### src/rtl/req_arbiter_4_if.sv
`default_nettype none
// ============================================================================
// Module      : req_arbiter_4_if
// Description : Request/grant bundle between a requester-side driver and the
//               four-channel arbiter.
// Revision    : 1.0 - initial release
// ============================================================================
interface req_arbiter_4_if;
    logic       en;
    logic [3:0] req;
    logic       gnt_ack;
    logic [3:0] gnt;
    logic       gnt_valid;
    logic [3:0] pending;
    logic       timeout;

    modport master (
        output en, req, gnt_ack,
        input  gnt, gnt_valid, pending, timeout
    );

    modport slave (
        input  en, req, gnt_ack,
        output gnt, gnt_valid, pending, timeout
    );
endinterface
`default_nettype wire

### src/rtl/req_arbiter_4.sv
`default_nettype none
// ============================================================================
// Module      : req_arbiter_4
// Description : Edge-captured four-way request arbiter issuing one held,
//               one-hot grant at a time with ack/timeout release.
//               ARB_FIXED_PRIORITY_EN selects lowest-index priority instead
//               of round-robin.
// Revision    : 1.0 - initial release
// ============================================================================
module req_arbiter_4 #(
    parameter int ACK_TIMEOUT = 15
) (
    input  logic            clk,
    input  logic            rst_n,
    req_arbiter_4_if.slave  bus
);

    localparam logic [7:0] c_timer_last = 8'(ACK_TIMEOUT - 1);

    typedef enum logic [0:0] {
        ST_IDLE  = 1'b0,
        ST_GRANT = 1'b1
    } state_t;

    state_t     r_state;
    state_t     w_state_nxt;
    logic [3:0] r_req_d;
    logic [3:0] r_pending;
    logic [3:0] r_gnt;
    logic       r_gnt_valid;
    logic       r_timeout;
    logic [7:0] r_timer;
    logic [1:0] w_sel_idx;
    logic       w_grant;
    logic       w_ack;
    logic       w_drop_to;
    logic [3:0] w_rise;
    logic [3:0] w_clr;

    assign w_rise = bus.req & ~r_req_d;
    // r_gnt already is the one-hot of the granted index
    assign w_clr  = w_ack ? r_gnt : 4'b0000;

`ifdef ARB_FIXED_PRIORITY_EN
    always_comb begin
        w_sel_idx = 2'd0;
        for (int i = 3; i >= 0; i--) begin
            if (r_pending[i]) w_sel_idx = 2'(i);
        end
    end
`else
    logic [1:0] r_ptr;
    logic [1:0] r_idx;

    // Descending scan so the closest set bit at/after r_ptr is written last
    always_comb begin
        w_sel_idx = r_ptr;
        for (int i = 3; i >= 0; i--) begin
            if (r_pending[r_ptr + 2'(i)]) w_sel_idx = r_ptr + 2'(i);
        end
    end

    always_ff @(posedge clk or negedge rst_n) begin
        if (!rst_n) begin
            r_ptr <= 2'd0;
            r_idx <= 2'd0;
        end else begin
            if (w_grant)               r_idx <= w_sel_idx;
            if (w_ack || w_drop_to)    r_ptr <= r_idx + 2'd1;
        end
    end
`endif

    always_comb begin
        w_state_nxt = r_state;
        w_grant     = 1'b0;
        w_ack       = 1'b0;
        w_drop_to   = 1'b0;
        case (r_state)
            ST_IDLE: begin
                if (bus.en && (|r_pending)) begin
                    w_grant     = 1'b1;
                    w_state_nxt = ST_GRANT;
                end
            end
            ST_GRANT: begin
                if (bus.gnt_ack) begin
                    w_ack       = 1'b1;
                    w_state_nxt = ST_IDLE;
                end else if (r_timer == c_timer_last) begin
                    w_drop_to   = 1'b1;
                    w_state_nxt = ST_IDLE;
                end
            end
            default: w_state_nxt = ST_IDLE;
        endcase
    end

    always_ff @(posedge clk or negedge rst_n) begin
        if (!rst_n) begin
            r_state     <= ST_IDLE;
            r_req_d     <= 4'b0000;
            r_pending   <= 4'b0000;
            r_gnt       <= 4'b0000;
            r_gnt_valid <= 1'b0;
            r_timeout   <= 1'b0;
            r_timer     <= 8'd0;
        end else begin
            r_state   <= w_state_nxt;
            r_req_d   <= bus.req;
            r_pending <= (r_pending & ~w_clr) | w_rise;
            r_timeout <= w_drop_to;
            if (w_grant) begin
                r_gnt       <= 4'b0001 << w_sel_idx;
                r_gnt_valid <= 1'b1;
                r_timer     <= 8'd0;
            end else if (w_ack || w_drop_to) begin
                r_gnt       <= 4'b0000;
                r_gnt_valid <= 1'b0;
            end else if (r_state == ST_GRANT) begin
                r_timer     <= r_timer + 8'd1;
            end
        end
    end

    assign bus.gnt       = r_gnt;
    assign bus.gnt_valid = r_gnt_valid;
    assign bus.pending   = r_pending;
    assign bus.timeout   = r_timeout;

endmodule
`default_nettype wire

### src/flat_wrapper.sv
// flat-port wrapper written by rule: the top's interface ports become plain ports
module req_arbiter_4_flat 
#(
    parameter int ACK_TIMEOUT = 15
)
  (clk, rst_n, bus_en, bus_req, bus_gnt_ack, bus_gnt, bus_gnt_valid, bus_pending, bus_timeout);
  req_arbiter_4_if bus_i ();
  input  logic clk;
  input  logic rst_n;
  input wire logic [$bits(bus_i.en)-1:0] bus_en;
  input wire logic [$bits(bus_i.req)-1:0] bus_req;
  input wire logic [$bits(bus_i.gnt_ack)-1:0] bus_gnt_ack;
  output wire logic [$bits(bus_i.gnt)-1:0] bus_gnt;
  output wire logic [$bits(bus_i.gnt_valid)-1:0] bus_gnt_valid;
  output wire logic [$bits(bus_i.pending)-1:0] bus_pending;
  output wire logic [$bits(bus_i.timeout)-1:0] bus_timeout;
  assign bus_i.en = bus_en;
  assign bus_i.req = bus_req;
  assign bus_i.gnt_ack = bus_gnt_ack;
  assign bus_gnt = bus_i.gnt;
  assign bus_gnt_valid = bus_i.gnt_valid;
  assign bus_pending = bus_i.pending;
  assign bus_timeout = bus_i.timeout;
  req_arbiter_4 #(.ACK_TIMEOUT(ACK_TIMEOUT)) u_core (.clk(clk), .rst_n(rst_n), .bus(bus_i));
endmodule
### config.mk
export PLATFORM = sky130hd
export DESIGN_NAME = req_arbiter_4_flat
export DESIGN_NICKNAME = d
export VERILOG_FILES = /design/src/rtl/req_arbiter_4_if.sv /design/src/rtl/req_arbiter_4.sv /design/src/flat_wrapper.sv
export SDC_FILE = /design/constraint.sdc
export NUM_CORES = 1
export LEC_CHECK = 0
export CAP_MARGIN = 10
export CORE_MARGIN = 1
export CORE_UTILIZATION = 33
export DETAILED_ROUTE_END_ITERATION = 12
export SLEW_MARGIN = 20
export SYNTH_ARGS = -nofsm -noshare
export SYNTH_HDL_FRONTEND = slang
export SYNTH_SLANG_ARGS = --single-unit
export TNS_END_PERCENT = 100
### constraint.sdc
create_clock -name clk -period 4.4 [get_ports clk]
set_input_delay 0.66 -clock clk [delete_from_list [all_inputs] [get_ports clk]]
set_output_delay 0.66 -clock clk [all_outputs]
set_load 0.05 [all_outputs]
; Word level (Yosys, flattened, before mapping)
; Index checks and enable logic that the tools add are counted.
[op_classes]
shifts = 1
muxes = 30
n_bitwise = 6
order_cmp = 4
n_addsub = 5
reduce_logical = 6
n_eq_ne = 2
[op_table]
columns = op, n
row1 = two-way mux 8 bit, 3
row2 = two-way mux 1 bit, 15
row3 = "< comparator 2 x 3 -> 1 bit, second input constant", 4
row4 = two-way mux 4 bit, 3
row5 = "adder 8 x 1 -> 8 bit, second input constant", 1
row6 = bitwise AND 4 bit, 2
row7 = binary-select mux 1 bit (select 2 bit), 4
row8 = "== test 8 x 4 -> 1 bit, second input constant", 1
row9 = two-way mux 2 bit, 4
row10 = inverter 4 bit, 2
row11 = "adder 2 x 1 -> 2 bit, second input constant", 2
row12 = "adder 2 bit, second input constant", 2
row13 = OR 4 bit, 1
row14 = nonzero test 2 bit, 2
row15 = OR reduction 4 bit, 1
row16 = "left shift 1 x 2 -> 4 bit, first input constant", 1
row17 = "inequality test 2 x 1 -> 1 bit, second input constant", 1
row18 = case mux 1 bit (2 select lines), 1
row19 = AND reduction 2 bit, 1
row20 = logical AND 1 bit, 1
row21 = logical OR 1 bit, 1
row22 = inverter 1 bit, 1
[totals]
wordCells = 63
ff_bits = 27
out_inout_bits = 10
in_bits = 8

; Logic depth before layout (Yosys ltp)
; Gate-level depths: netlist (run 1).
[depth]
ltp_word = 9
depth_mapped = 6
mapped_depth_nobuf = 6

; Least setup slack after synthesis (run 1)
; OpenSTA, ideal clock, no wires.
[synth_path]
path_kind = flip-flop to flip-flop
startpoint = reg u_core.r_pending[1] (netlist: u_core.bus.pending[1])
endpoint = reg u_core.r_gnt[0] (netlist: u_core.bus.gnt[0])
setup_ns = 0.120
required_ns = 4.280
setup_slack_ns = 2.565
t_arrival_ns = 1.715
path_stages_with_launch = 5
path_buffers = 1
synth_period_minus_slack_ns = 1.835
cell_sequence = dfrtp_1 or4_1 and3b_1 clkbuf_4 a31o_2
[synth_between]
elab_chain_cells = 8
word_cells_on_any_way = 19
classes_between = shift (1) / mux (15) / reduce/logical (3)
[synth_lines]
columns = element, line_no
row1 = "start, declared", req_arbiter_4.sv:28  ; logic [3:0] r_pending;
row2 = "start signal, assigned", req_arbiter_4.sv:111  ; r_pending <= (r_pending & ~w_clr) | w_rise;
row3 = binary-select mux 1 bit (select 2 bit), req_arbiter_4.sv:59  ; if (r_pending[r_ptr + 2'(i)]) w_sel_idx = r_ptr + 2'(i);
row4 = two-way mux 1 bit (not written as such), req_arbiter_4.sv:59
row5 = two-way mux 2 bit (4 in a row), req_arbiter_4.sv:59
row6 = left shift 1 x 2 -> 4 bit, req_arbiter_4.sv:114  ; r_gnt <= 4'b0001 << w_sel_idx;
row7 = two-way mux 4 bit, req_arbiter_4.sv:113  ; if (w_grant) begin
row8 = "end signal, assigned", req_arbiter_4.sv:114
row9 = "end, declared", req_arbiter_4.sv:29  ; logic [3:0] r_gnt;
; Parallel ways exist; a longest one is shown, timed or not. The select of a mux whose other input is x is not followed.
; A chain may end at the register's enable or synchronous reset.

; Worst setup path in the final report (run 1)
[layout_path]
startpoint = reg u_core.r_pending[3] (netlist: u_core.bus.pending[3])
endpoint = out bus_pending[3]
[layout_lines]
columns = element, line_no
row1 = "end, declared", flat_wrapper.sv:15  ; output wire logic [$bits(bus_i.pending)-1:0] bus_pending;
; No word-level cell between the ends.

==> results of run 1 <==
[registers in the layout (all words and copies together) (netlist names)]
| signal | count |
|---|---|
| u_core.r_state | 1 |
| u_core.r_timer | 8 |
| u_core.bus.timeout | 1 |
| u_core.r_idx | 2 |
| u_core.r_req_d | 4 |
| u_core.bus.gnt | 4 |
| u_core.bus.gnt_valid | 1 |
| u_core.bus.pending | 4 |
| u_core.r_ptr | 2 |
[worst max path at each step]
| stage | cells after the start | to |
|---|---|---|
| floorplan | 4 | u_core.bus.gnt[0] |
| global placement | 5 | u_core.bus.gnt[0] |
| detailed placement | 5 | u_core.bus.gnt[0] |
| CTS | 1 | bus_pending[3] |
| global route | 1 | bus_pending[1] |
| finish | 1 | bus_pending[3] |
[metrics by stage]
step,utilization [%],total power [W],hold WS (ns)
after global placement,40.4,0.000681,0.403
after detailed placement,40.4,0.000688,0.411
after CTS,41.7,0.000836,0.425
after global routing,41.7,0.000883,0.454
final,41.7,0.000831,0.424
after floorplan,-,0.000575,0.364
[cell type report]
type,instances,share of cell area [%]
clock buffers,3,2.70
repair buffers,18,11.6
inverters,6,1.48
clock inverters,1,0.328
multi-input cells,90,35.7
flip-flops and latches,27,44.3
well taps,48,3.93
[report_power, final]
part           internal, W  switching [W]  total, W
clock network    0.0000635      0.0000790  0.000143
registers         0.000302      0.0000698  0.000372
logic             0.000121       0.000196  0.000317
[placed cells by master, fill, tap and decap left out, types with 3 or more instances in the layout]
cell             count
nor2_1               5
a21oi_1              4
clkdlybuf4s50_1     17
nand2_1             22
dfrtp_1             27
o21ai_0             12
inv_1                6
nor4_1               3
nand2b_1             3
clkbuf_8             3
nand3_1              7
[routing by layer]
metal  part of all wire (%)  vias up  GRT usage [%]  wire, um
li1                       -      474              -         -
met1                     44      499           17.0      1210
met2                     49       32           27.1      1340
met3                    5.6        6           5.07       153
met4                    1.2        0           4.26        33
met5                      0        -              0         0
[logic make-up after synthesis]
logic type | synth area share, %
AND/OR/NAND/NOR | 26.0
AO/OA/AOI/OAI | 12.6
buffers and inverters | 2.79
flip-flops | 53.8
XOR/XNOR | 2.79
adder cells (fa/ha/maj) | 1.99
==> impl_metrics.csv, run 1 <==
group,metric,value,unit
outcome,status,"completed",
worst_setup_path,worstSetupPathType,"flop to primary output",
flow_run,timing.max_cap.violations,0,
floorplanning,core.rowCount,22,
place,pre_cts_ws,2.23,ns
final_layout,syn2layout_area_growth,21.6,%
floorplanning,fp.dieH,63.7,um
timing,max_freq,439,MHz
logic_synthesis,ys.flop_type,"dfrtp_1",
timing,fin_crit_sh,51.8,%
worst_setup_path,crit_slowest_cell,"clkdlybuf4s50_1",
final_layout,stdcell_area,1530,um^2
timing,setup_viol,0,
logic_synthesis,synthTopCellsByCount,"dfrtp_1, nand2_1, o21ai_0",
worst_hold_path,min_from,"u_core.r_req_d[2]",
timing,worst_slack,2.12,ns
final_layout,fin_cells,193,
logic_synthesis,synth_top_area_cell,"dfrtp_1",
cts,cts_tree,"built",
detailed_routing,drt_iter0_drc,66,
timing,worst_slew_pin_slew,0.568,ns
detailed_routing,first_pass_iters,5,
detailed_routing,wl,2730,um
grt,grt_use_total,15.2,%
place,placed_area,1480,um^2
timing,drv_slew,0,
timing,final.setup.tns,0,ns
logic_synthesis,synthTopCellsByArea,"dfrtp_1, nand2_1, o21ai_0, nand3_1, ha_1",
final_layout,multi_input_area,544,um^2
final_layout,fill_cells,372,
worst_setup_path,path_buf_inv,1,
cts,root_buffer,"clkbuf_8",
power,ir_drop,0.000331,V
cts,clkTransAtPathRegs,0.09,ns
floorplanning,core,3660,um^2
logic_synthesis,ys_types,38,
floorplanning,io_pins,18,
detailed_routing,viasPerCell,5.24,
logic_synthesis,seq_area_frac_synth,53.8,%
grt,grt_pass1_vias,1051,
worst_setup_path,crit_family,"buffers and inverters",
worst_setup_path,critPathCaptureType,"primary output",
worst_setup_path,path_max_fanout,7,
worst_setup_path,cp_data_arrival_time,1.62,ns
worst_setup_path,crit_path_cell_trace,"clkdlybuf4s50_1",
cts,postCtsHoldBufs,0,
timing,hold_viol_final,0,
worst_setup_path,timing.rr.end,"u_core.bus.gnt[0]",
timing,rsz0062_at_grt,"false",
worst_hold_path,hold_path.class,"flop to flop",
floorplanning,die_w,63.7,um
final_layout,nets,156,
worst_setup_path,reg2reg_depth,6,
logic_synthesis,synth_edf_count,0,
worst_setup_path,startpoint,"u_core.bus.pending[3]",
logic_synthesis,synth_top_area_share,53.8,%
worst_setup_path,slowest_delay,0.85,ns
timing,finClkSkew,0.00174,ns
cts,cts_buffers,3,
grt,antenna_found_initial,0,
logic_synthesis,synth.most_common_cell,"dfrtp_1",
logic_synthesis,synth_warnings,0,
cts,cts_sinks,27,
place,dpl.hpwl,1910,um
worst_hold_path,min_to,"u_core.bus.pending[2]",
logic_synthesis,ys_ff_latch,27,
final_layout,register_area,676,um^2
worst_setup_path,cp-start-kind,"flop",
place,port_buffers,17,
power,power_density,544,nW/um^2
place,gp_congestion,0.792,
cts,cts_post_setup_buffers_inserted,0,
worst_setup_path,r2r-start,"u_core.r_timer[0]",
floorplanning,dieArea,4050,um^2
logic_synthesis,syn_nets,135,
worst_setup_path,rrSetupSlack,2.48,ns
worst_setup_path,cp_data_required_time,3.74,ns
cts,htreeDepth,1,
timing,period_needed,2.28,ns
cts,clk_latency,0.27,ns
final_layout,diodes,0,
cts,cts_buffer_depth,2,
floorplanning,initial_core_util,34.3,%
logic_synthesis,synth_cells,125,
detailed_routing,ant_nets,0,
cts,cts.repair.resized,0,
power,cellLeakagePower,0.668,nW
logic_synthesis,syn_area,1250,um^2
grt,grt_max_degree,28,
grt,overflow,0,
place,dp_cells,189,
detailed_routing,remaining_drc_errors,0,
final_layout,drive_gt1_share,8.28,%
logic_synthesis,async_flop_share,100,%
grt,grt_pass1_wl,4710,um
timing,relSlewSlack,62.1,%
detailed_routing,via_count,1011,
worst_hold_path,min_delay_path_depth,1,
detailed_routing,routedWlPerCell,14.2,um
logic_synthesis,avgSynthCellArea,10.0,um^2
(Power assumes the default switching activity.)
==> run 2, diff against run 1 <==
==> constraint.sdc (replaced) <==
create_clock -name clk -period 2.2 [get_ports clk]
set_input_delay 0.33 -clock clk [delete_from_list [all_inputs] [get_ports clk]]
set_output_delay 0.33 -clock clk [all_outputs]
set_load 0.05 [all_outputs]
==> impl_metrics.csv, run 2 (synthesis results as in run 1) <==
group,metric,value,unit
timing,fin_crit_sh,87.8,%
cts,root_buffer,"clkbuf_8",
worst_setup_path,path_max_fanout,8,
grt,grt_pass1_vias,1047,
detailed_routing,routedWlPerCell,13.3,um
grt,overflow,0,
final_layout,register_area,676,um^2
worst_setup_path,path_buf_inv,1,
worst_setup_path,rrSetupSlack,0.30,ns
cts,cts_buffers,3,
floorplanning,initial_core_util,34.3,%
final_layout,post-route-util,41.9,%
final_layout,final_cell_mix,"dfrtp_1, nand2_1, clkdlybuf4s50_1, o21ai_0, nand3_1",
power,ir_drop,0.000867,V
timing,period_needed,1.93,ns
floorplanning,dieArea,4050,um^2
detailed_routing,remaining_drc_errors,0,
place,dp_cells,190,
worst_setup_path,cp-start-kind,"flop",
power,cellLeakagePower,0.670,nW
grt,grt_max_degree,28,
cts,clkTransAtPathRegs,0.09,ns
floorplanning,core,3660,um^2
worst_setup_path,critPathCaptureType,"primary output",
cts,postCtsHoldBufs,0,
cts,clk_latency,0.27,ns
timing,drv_slew,0,
worst_setup_path,slowest_delay,0.86,ns
timing,worst_slew_pin_slew,0.574,ns
power,finalPower,0.00164,W
cts,cts.repair.resized,0,
timing,finClkSkew,0.00343,ns
floorplanning,io_pins,18,
detailed_routing,first_pass_iters,4,
final_layout,syn2layout_area_growth,22.1,%
detailed_routing,drt_iter0_drc,86,
cts,cts_buffer_depth,2,
worst_setup_path,r2r-start,"u_core.r_timer[0]",
final_layout,multi_input_area,544,um^2
worst_setup_path,worstSetupPathType,"flop to primary output",
place,dpl.hpwl,1930,um
final_layout,largest_reg_flops,8,
cts,cts_tree,"built",
place,placed_area,1490,um^2
final_layout,drive_gt1_share,8.22,%
final_layout,fill_cells,362,
timing,hold_viol_final,0,
worst_setup_path,cp_data_arrival_time,1.60,ns
power,power_density,1070,nW/um^2
worst_hold_path,hold_path.class,"input port to asynchronous set/reset pin",
timing,max_freq,518,MHz
floorplanning,die_w,63.7,um
grt,antenna_found_initial,0,
final_layout,nets,157,
final_layout,diodes,0,
final_layout,fin_cells,194,
timing,rsz0062_at_grt,"false",
timing,relSlewSlack,61.7,%
final_layout,regMostFlops,"u_core.r_timer",
worst_setup_path,crit_family,"buffers and inverters",
floorplanning,fp.dieH,63.7,um
place,gp_congestion,0.793,
outcome,status,"completed",
flow_run,timing.max_cap.violations,0,
worst_setup_path,timing.rr.end,"u_core.bus.gnt[0]",
detailed_routing,via_count,983,
detailed_routing,viasPerCell,5.07,
timing,final.setup.tns,0,ns
worst_setup_path,crit_slowest_cell,"clkdlybuf4s50_1",
floorplanning,core.rowCount,22,
worst_setup_path,reg2reg_depth,6,
grt,grt_use_total,14.3,%
cts,htreeDepth,1,
detailed_routing,ant_nets,0,
timing,setup_viol,0,
grt,grt_pass1_wl,4620,um
cts,cts_sinks,27,
detailed_routing,wl,2580,um
worst_setup_path,cp_data_required_time,1.87,ns
place,port_buffers,17,
final_layout,final_common_cell,"dfrtp_1",
cts,cts_post_setup_buffers_inserted,0,
worst_setup_path,crit_path_cell_trace,"clkdlybuf4s50_1",
final_layout,stdcell_area,1530,um^2
## run 2: area by class of cell
class / instances / area share (%)
sequential: 27 / 44.1
multi-input combinational: 90 / 35.5
timing repair buffer: 19 / 12.1
tap: 48 / 3.92
clock buffer: 4 / 2.94
inverter: 6 / 1.47
## run 2: stage by stage
stage / setup slack (ns) / hold slack [ns]
CTS: 0.256 / 0.431
detailed placement: 0.355 / 0.419
finish: 0.269 / 0.419
global placement: 0.374 / 0.409
global route: 0.149 / 0.448
floorplan: 0.365 / 0.0344
## run 2: how the worst max path moves through the flow
stage / from / to / slack (ns) / depth (start not counted)
final: u_core.bus.pending[1] / bus_pending[1] / 0.27 / 1
after global routing: u_core.r_timer[0] / u_core.bus.gnt[0] / 0.15 / 6
after CTS: u_core.bus.pending[1] / bus_pending[1] / 0.26 / 1
after detailed placement: bus_gnt_ack / u_core.bus.gnt[0] / 0.36 / 5
after global placement: bus_gnt_ack / u_core.bus.gnt[0] / 0.37 / 5
after floorplan: u_core.bus.pending[1] / u_core.bus.gnt[0] / 0.37 / 4
## run 2: per-layer routing
layer	vias to the layer above	part of all wire [%]	wire (um)	track usage (%)
met4	0	0.27	7	3.41
met3	2	5.7	148	4.53
li1	483	-	-	-
met1	475	46	1180	17.3
met5	-	0	0	0
met2	23	48	1240	24.3
## run 2: where the power goes
part / internal [W] / switching [W]
combinational: 0.000245 / 0.000383
sequential: 0.000604 / 0.000132
clock: 0.000130 / 0.000148
total: 0.000978 / 0.000663
==> run 3, diff against run 2 <==
--- a/config.mk
+++ b/config.mk
@@ -6,9 +6,11 @@
 export NUM_CORES = 1
 export LEC_CHECK = 0
 export CAP_MARGIN = 10
+export CORE_ASPECT_RATIO = 0.8
 export CORE_MARGIN = 1
 export CORE_UTILIZATION = 33
 export DETAILED_ROUTE_END_ITERATION = 12
+export SKIP_CTS_REPAIR_TIMING = 1
 export SLEW_MARGIN = 20
 export SYNTH_ARGS = -nofsm -noshare
 export SYNTH_HDL_FRONTEND = slang
==> impl_metrics.csv, run 3 (synthesis results as in run 1) <==
group,metric,value,unit
place,dpl.hpwl,1820,um
power,power.share.combinational,38.3,%
timing,final.setup.tns,0,ns
final_layout,final_cell_mix,"dfrtp_1, nand2_1, clkdlybuf4s50_1, o21ai_0, nand3_1",
worst_setup_path,worstSetupPathType,"flop to primary output",
detailed_routing,via_count,975,
final_layout,diodes,0,
power,power_density,1070,nW/um^2
place,dp_cells,184,
detailed_routing,ant_nets,0,
place,placed_area,1480,um^2
timing,fin_crit_sh,87.2,%
worst_setup_path,path_max_fanout,7,
floorplanning,io_pins,18,
detailed_routing,remaining_drc_errors,0,
timing,worst_slack,0.281,ns
flow_run,timing.max_cap.violations,0,
detailed_routing,first_pass_iters,6,
worst_setup_path,slowest_delay,0.86,ns
timing,relSlewSlack,61.7,%
detailed_routing,routedWlPerCell,13.4,um
place,pre_cts_ws,0.319,ns
outcome,status,"completed",
power,p_sw,0.000661,W
worst_hold_path,hold_path.class,"input port to asynchronous set/reset pin",
grt,grt_pass1_vias,920,
timing,finClkSkew,0.00475,ns
place,port_buffers,17,
timing,drv_slew,0,
worst_setup_path,cp-start-kind,"flop",
cts,cts_buffers,3,
timing,max_freq,521,MHz
timing,setup_viol,0,
power,cellLeakagePower,0.672,nW
worst_setup_path,crit_family,"buffers and inverters",
worst_setup_path,crit_slowest_cell,"clkdlybuf4s50_1",
cts,clk_latency,0.27,ns
timing,period_needed,1.92,ns
worst_setup_path,crit_path_cell_trace,"clkdlybuf4s50_1",
worst_setup_path,path_buf_inv,1,
detailed_routing,viasPerCell,5.19,
power,p_int,0.000975,W
worst_setup_path,cp_data_required_time,1.87,ns
final_layout,regMostFlops,"u_core.r_timer",
cts,htreeDepth,1,
floorplanning,core.rowCount,19,
final_layout,nets,157,
grt,grt_max_degree,28,
grt,antenna_found_initial,0,
place,gp_congestion,0.776,
floorplanning,die_w,70.9,um
final_layout,largest_reg_flops,8,
cts,root_buffer,"clkbuf_8",
final_layout,fill_cells,339,
power,p_seq_share,44.7,%
timing,rsz0062_at_grt,"false",
detailed_routing,wl,2520,um
cts,cts_sinks,27,
timing,whs,0.419,ns
cts,clkTransAtPathRegs,0.09,ns
power,ir_drop,0.000467,V
grt,grt_pass1_wl,4310,um
timing,worst_slew_pin_slew,0.574,ns
floorplanning,core,3540,um^2
worst_setup_path,cp_data_arrival_time,1.59,ns
floorplanning,fp.dieH,57.2,um
final_layout,drive_gt1_share,8.90,%
timing,hold_viol_final,0,
final_layout,final_common_cell,"dfrtp_1",
cts,cts_buffer_depth,2,
worst_setup_path,critPathCaptureType,"primary output",
cts,cts_tree,"built",
floorplanning,initial_core_util,35.4,%
power,switching_share,40.4,%
detailed_routing,drt_iter0_drc,52,
grt,grt_use_total,13.4,%
floorplanning,dieArea,4050,um^2
power,pwr-share-clk,17.0,%
final_layout,syn2layout_area_growth,21.6,%
final_layout,fin_cells,188,
grt,overflow,0,
final_layout,stdcell_area,1530,um^2
[run 3: cell types whose count changed in the layout (fill, tap and decap cells not counted), sizes merged]
cell,before,now
clkbuf,4,3
clkinv,0,1
[run 3: path summary, 6_finish.rpt]
| kind | startpoint | to | slack, ns | cells past startpoint |
|---|---|---|---|---|
| min in group clk | u_core.r_req_d[0] | u_core.bus.pending[0] | 0.42 | 1 |
| max in group asynchronous | rst_n | u_core.r_timer[7] | 1.52 | 2 |
| max | u_core.bus.pending[3] | bus_pending[3] | 0.28 | 1 |
| min reg2reg | u_core.r_req_d[0] | u_core.bus.pending[0] | 0.42 | 1 |
| max reg2reg | u_core.r_timer[0] | u_core.r_timer[3] | 0.37 | 6 |
| min | rst_n | u_core.bus.gnt[1] | 0.42 | 2 |
[run 3: area by class of cell]
class                   count  area [um^2]  share of cell area (%)
clock inverters             1         5.00                   0.328
repair buffers             19          185                    12.1
well taps                  42         52.6                    3.44
multi-input cells          90          544                    35.7
inverters                   6         22.5                    1.48
clock buffers               3         41.3                    2.70
flip-flops and latches     27          676                    44.3
[run 3: power by group through the flow]
stage	Clock (W)	Sequential (W)	Combinational [W]
2_1_floorplan	0	0.000895	0.000254
3_3_place_gp	0	0.000735	0.000621
3_5_place_dp	0	0.000741	0.000624
4_1_cts	0.000290	0.000731	0.000630
5_1_grt	0.000307	0.000750	0.000677
6_report	0.000278	0.000732	0.000626
[run 3: metal layers]
layer | part of all wire (%) | wire length (um) | up-vias | track usage, %
li1 | - | - | 482 | -
met4 | 1.4 | 36 | 0 | 5.43
met2 | 46 | 1160 | 15 | 20.5
met5 | 0 | 0 | - | 0
met1 | 50 | 1250 | 474 | 19.3
met3 | 2.9 | 74 | 4 | 1.94
[run 3: worst register-to-register path: cells and delay by family (launching register included)]
kind                       cells  cell delay, ns
AOI/OAI and AO/OA              3            0.57
DFF                            1            0.44
adders and majority gates      1            0.16
and+or+nand+nor                1            0.49
buffers and inverters          1            0.08
[run 3: metrics by stage]
stage | power, W | util [%]
2_1_floorplan | 0.00115 | -
3_3_place_gp | 0.00136 | 41.8
3_5_place_dp | 0.00136 | 41.8
4_1_cts | 0.00165 | 43.1
5_1_grt | 0.00173 | 43.1
6_report | 0.00164 | 43.1
